$ cat config.mk
export PLATFORM = sky130hd
export DESIGN_NAME = memory_reader
export DESIGN_NICKNAME = d
export VERILOG_FILES = /design/src/rtl/memory_reader.sv
export SDC_FILE = /design/constraint.sdc
export NUM_CORES = 1
export LEC_CHECK = 0
export CAP_MARGIN = 20
export CORE_MARGIN = 2
export CORE_UTILIZATION = 50
export CTS_CLUSTER_DIAMETER = 120
export DETAILED_ROUTE_END_ITERATION = 8
export GPL_TIMING_DRIVEN = 0
export PLACE_DENSITY = 0.78
export REMOVE_ABC_BUFFERS = 1
export SLEW_MARGIN = 20
export SYNTH_ARGS = -nofsm -noshare
export SYNTH_HDL_FRONTEND = slang
export SYNTH_SLANG_ARGS = --single-unit
$ cat constraint.sdc
create_clock -name clk -period 6.3 [get_ports clk]
set_input_delay 0.945 -clock clk [delete_from_list [all_inputs] [get_ports clk]]
set_output_delay 0.945 -clock clk [all_outputs]
set_load 0.005 [all_outputs]
$ cat src/rtl/memory_reader.sv
// rtl/memory_reader.sv - sequential instruction fetch from RAM into a 2-entry output buffer
//
// Purpose:
//    Reads 32-bit words from the instruction RAM, one address at a time, from
//    fetch_ptr up to (not including) the writer's cursor. Returned words go into
//    a 2-deep {addr, data} buffer that feeds decode over valid/ready. This
//    sustains one word per cycle. A redirect restarts fetch at a new address and
//    drops everything buffered or in flight.
//
// Ports:
//    clk, rst_n       rising-edge clock, asynchronous active-low reset
//    wr_cursor        writer's next free address; [fetch_ptr, wr_cursor) is readable
//    redirect         one-cycle pulse: restart fetch at redirect_addr
//    redirect_addr    new fetch address
//    ram_rd_en        RAM read strobe
//    ram_addr         RAM read address (the fetch pointer)
//    ram_rdata        RAM read data, valid the cycle after ram_rd_en
//    instr_valid      buffer head holds a word
//    instr_ready      consumer accepts the head word
//    instr_data       head word data
//    instr_addr       head word RAM address
//    rd_cursor        address of the oldest word not yet consumed

module memory_reader #(
   parameter int ADDR_W = 10,
   parameter int DATA_W = 32
) (
   input  logic              clk,
   input  logic              rst_n,
   input  logic [ADDR_W-1:0] wr_cursor,
   input  logic              redirect,
   input  logic [ADDR_W-1:0] redirect_addr,
   output logic              ram_rd_en,
   output logic [ADDR_W-1:0] ram_addr,
   input  logic [DATA_W-1:0] ram_rdata,
   output logic              instr_valid,
   input  logic              instr_ready,
   output logic [DATA_W-1:0] instr_data,
   output logic [ADDR_W-1:0] instr_addr,
   output logic [ADDR_W-1:0] rd_cursor
);

   logic [ADDR_W-1:0] fetch_ptr_q, fetch_ptr_d;
   logic              inflight_q, inflight_d;
   logic              kill_q, kill_d;
   logic [ADDR_W-1:0] infl_addr_q, infl_addr_d;
   logic [1:0]        count_q, count_d;
   // Entry 0 is always the head; entry 1 shifts down on pop.
   logic [ADDR_W-1:0] addr0_q, addr0_d, addr1_q, addr1_d;
   logic [DATA_W-1:0] data0_q, data0_d, data1_q, data1_d;

   logic       avail;
   logic       pop;
   logic       push;
   logic [2:0] occ;

   assign avail       = (fetch_ptr_q != wr_cursor);
   assign instr_valid = (count_q != 2'd0);
   assign instr_data  = data0_q;
   assign instr_addr  = addr0_q;
   assign ram_addr    = fetch_ptr_q;
   assign pop         = instr_valid && instr_ready;
   assign push        = inflight_q && !kill_q;
   assign occ         = {1'b0, count_q} + {2'b00, inflight_q};

   // A word leaving this cycle frees its slot for a read issued this cycle,
   // so issue resumes on the same cycle ready returns. The strobe is gated by
   // rst_n so it drops immediately while reset is held.
   assign ram_rd_en = rst_n && avail && !redirect && (occ < (3'd2 + {2'b00, pop}));

   // Oldest unconsumed word: buffer head, else the live in-flight read, else
   // the next address to fetch.
   assign rd_cursor = (count_q != 2'd0)      ? addr0_q     :
                      (inflight_q && !kill_q) ? infl_addr_q : fetch_ptr_q;

   always_comb begin
      fetch_ptr_d = fetch_ptr_q;
      infl_addr_d = infl_addr_q;
      inflight_d  = ram_rd_en;
      // The return landing during the redirect cycle is dropped by the flush;
      // kill covers any return that would land in the cycle after it.
      kill_d      = redirect;
      count_d     = count_q;
      addr0_d     = addr0_q;
      data0_d     = data0_q;
      addr1_d     = addr1_q;
      data1_d     = data1_q;

      if (ram_rd_en) begin
         fetch_ptr_d = fetch_ptr_q + ADDR_W'(1);
         infl_addr_d = fetch_ptr_q;
      end

      if (redirect) begin
         fetch_ptr_d = redirect_addr;
         count_d     = 2'd0;
      end else begin
         case ({push, pop})
            2'b11: begin
               if (count_q == 2'd1) begin
                  addr0_d = infl_addr_q;
                  data0_d = ram_rdata;
               end else begin
                  addr0_d = addr1_q;
                  data0_d = data1_q;
                  addr1_d = infl_addr_q;
                  data1_d = ram_rdata;
               end
            end
            2'b01: begin
               addr0_d = addr1_q;
               data0_d = data1_q;
               count_d = count_q - 2'd1;
            end
            2'b10: begin
               if (count_q == 2'd0) begin
                  addr0_d = infl_addr_q;
                  data0_d = ram_rdata;
               end else begin
                  addr1_d = infl_addr_q;
                  data1_d = ram_rdata;
               end
               count_d = count_q + 2'd1;
            end
            default: begin
            end
         endcase
      end
   end

   always_ff @(posedge clk or negedge rst_n) begin
      if (!rst_n) begin
         fetch_ptr_q <= '0;
         inflight_q  <= 1'b0;
         kill_q      <= 1'b0;
         infl_addr_q <= '0;
         count_q     <= 2'd0;
         addr0_q     <= '0;
         data0_q     <= '0;
         addr1_q     <= '0;
         data1_q     <= '0;
      end else begin
         fetch_ptr_q <= fetch_ptr_d;
         inflight_q  <= inflight_d;
         kill_q      <= kill_d;
         infl_addr_q <= infl_addr_d;
         count_q     <= count_d;
         addr0_q     <= addr0_d;
         data0_q     <= data0_d;
         addr1_q     <= addr1_d;
         data1_q     <= data1_d;
      end
   end

endmodule

==> results_dict.tcl <==
set metrics [dict create \
    status "complete, but fails checks" \
    violations "DRC" \
    slew_violations 0 \
    dpl.hpwl_mm 9.852 \
    die_w_um 113.3 \
    fin_nets 751 \
    dr.pass1.iters 7 \
    cp-start-kind "flip-flop" \
    fillers 920 \
    post-route-period-util 0.7022 \
    regArea_um2 2703 \
    die_area_um2 12830 \
    area_growth_pct 28.53 \
    ys_seq_elements 108 \
    netlist_instances 599 \
    switching_power_uw 1114 \
    dp_slack_ns 1.939 \
    synth_compound_area_frac 0.1727 \
    cts_setup_buffers 0 \
    synth_fa_ha_area_frac 0.01887 \
    htreeDepth 3 \
    hold_viol 0 \
    core_region_area_um2 11520 \
    worst_pin_slew_ns 0.9769 \
    path_clk_slew_ns 0.07 \
    gr-total-overflow 0 \
    synth.distinct_cells 47 \
    rows 39 \
    vias_per_cell 5.831 \
    synth_xor_area_frac 0.01908 \
    synth_top_family_by_area "multiplexers" \
    wire_per_inst_um 17.97 \
    grt_pass1_wl_mm 25.19 \
    final_layout_size_suffix_gt1_frac 0.1841 \
    worstPathMaxFanout 23 \
    io_pins 120 \
    synth_simple_gate_area_frac 0.1061 \
    period_needed_ns 4.424 \
    power_switching_share 0.3390 \
    fp.dieH_um 113.3 \
    final_core_util 0.6661 \
    seqPwrFrac 0.369 \
    synth.avg_cell_area_um2 9.964 \
    synth_area_leaders "dfrtp_1 (45%), mux2_2 (17%), o21ai_0 (7.0%), nand2_1 (5.8%), a22oi_1 (5.5%)" \
    clk_latency_ns 0.34 \
    num_vias 4857 \
    synthMuxAreaShare 0.1925 \
    yosys.area.top_type_share 0.4528 \
    start_util 0.5183 \
    grt_pass1_vias 5011 \
    fin_skew_ns 0.005647 \
    cts-buffers-inserted 9 \
    leakage_uw 0.003092 \
    antennaDiodeCount 0 \
    p_comb_frac 0.443 \
    synth_ff_type "dfrtp_1" \
    relSlewSlack 0.3467 \
    root_buffer "clkbuf_16" \
    yosysWarnings 0 \
    clockBufferDepth 2 \
    arrival_ns 3.48 \
    p_int_uw 2173 \
    hold_class "flip-flop to flip-flop" \
    cts_tree "yes" \
    multi_input_area_um2 3093 \
    rsz0062_at_grt "false" \
    cts_hold_buf 0 \
    gp_congestion 0.8966 \
    synthArstFlopShare 1.000 \
    setup_viol 0 \
    antenna_found_initial 0 \
    timing.hold.ws_ns 0.4787 \
    yosysSeqAreaShare 0.4528 \
    fmax_mhz 226.0 \
    track_usage 0.2414 \
    synth_largest_area_cell "dfrtp_1" \
    end_kind "output pin" \
    crit_type "flip-flop to output pin" \
    cts.sinks 108 \
    io_buffer_count 119 \
    cts_resized 0 \
    cp.required_ns 5.35 \
    drt_iter0_drc 380 \
    syn-cell-area_um2 5968 \
    drc 5 \
    drv_cap 0 \
    power_frac_clock 0.187 \
    antenna_left 0 \
    grt_start_max_net_pins 81 \
    routed_wl_mm 14.97 \
    ir_drop_v 0.0002517 \
    fin_ws_ns 1.876 \
    p_per_area_nw_per_um2 428.6 \
    synth_edf_count 0 \
]
[critical path, cell delays in order (launching register included)]
cell,delay (ns)
dfrtp_1,0.42
inv_1,0.10
ha_1,0.50
or3b_1,0.48
a211o_1,0.46
nor2_2,0.21
nand2_2,0.20
inv_2,0.21
clkdlybuf4s50_1,0.55
[final timing paths]
kind,from,to,slack [ns],cells past startpoint
max,count_q[0],ram_rd_en,1.88,8
min,instr_data[4],instr_data[4],0.48,2
max reg2reg,count_q[1],data1_q[21],2.63,8
min reg2reg,instr_data[4],instr_data[4],0.48,2
max in group asynchronous,rst_n,instr_data[4],5.05,2
min in group asynchronous,rst_n,addr1_q[8],0.57,1
[state kept, by name, summed over array words and instances (netlist names)]
register / flops
count_q: 2
instr_data: 32
addr1_q: 10
infl_addr_q: 10
data1_q: 32
ram_addr: 10
instr_addr: 10
inflight_q: 1
kill_q: 1
[kinds of logic after synthesis]
family | Yosys count
flops | 108
xor+xnor | 13
buf+inv | 59
compound gates | 167
mux | 103
fa+ha+maj | 9
simple gates | 140
[metrics by stage]
stage               setup TNS (ns)  std cells  area [µm²]  total power [µW]
global route                     0        833        7671              3520
finish                           0        833        7671              3288
detailed placement               0        818        7346              2685
CTS                              0        833        7671              3307
global placement            -6.521        812        7149              2578
floorplan                        0        550        5779              1987
[power groups by stage]
stage / logic (µW) / registers [µW] / clock network [µW]
2_1_floorplan: 816 / 1170 / 0
3_3_place_gp: 1380 / 1190 / 0
3_5_place_dp: 1460 / 1220 / 0
4_1_cts: 1470 / 1210 / 628
5_1_grt: 1610 / 1260 / 654
6_report: 1460 / 1210 / 615
[synthesized netlist by cell type (all sizes together), types with 10 or more instances]
master,instances
a22oi,44
inv,10
nor2,19
a21oi,12
xor2,10
buf,15
mux2,94
clkbuf,34
o21ai,86
dfrtp,108
nand2,94
[layout make-up]
| cell class | instances | area share |
|---|---|---|
| Multi-Input combinational cell | 432 | 0.4032 |
| Sequential cell | 108 | 0.3523 |
| Timing Repair Buffer | 125 | 0.1739 |
| Clock buffer | 11 | 0.03295 |
| Tap cell | 143 | 0.02332 |
| Clock inverter | 4 | 0.009460 |
| Inverter | 10 | 0.004893 |
[cells in the final DEF (no fill, tap or decap), types with 2 or more instances in the layout]
cell type        instances
inv_1                    9
ha_1                     5
mux2_2                  90
dfrtp_1                108
nand3_1                  5
buf_6                    2
a22oi_1                 44
a31oi_1                  4
o21ai_1                  2
a21oi_1                 12
a32oi_1                  3
nor3_1                   3
o21ai_0                 84
xor2_1                  10
nor4_4                   2
buf_16                   4
o311ai_1                 4
mux2_1                   4
xnor2_1                  3
nor2_1                  18
and3_1                   3
nand2_1                 93
clkbuf_8                 2
ha_4                     2
clkdlybuf4s50_1        118
clkbuf_16                9
bufinv_16                2
a22o_1                   2
mux2i_1                  9
nor2b_1                  5
ha_2                     2
[layer usage]
layer,wire [µm],vias to the layer above,GRT usage
met4,259,0,0.07805
met3,590,23,0.03803
met5,0,-,0
li1,-,2317,-
met1,6377,2390,0.3064
met2,7746,127,0.4232
(Power assumes the default switching activity.)
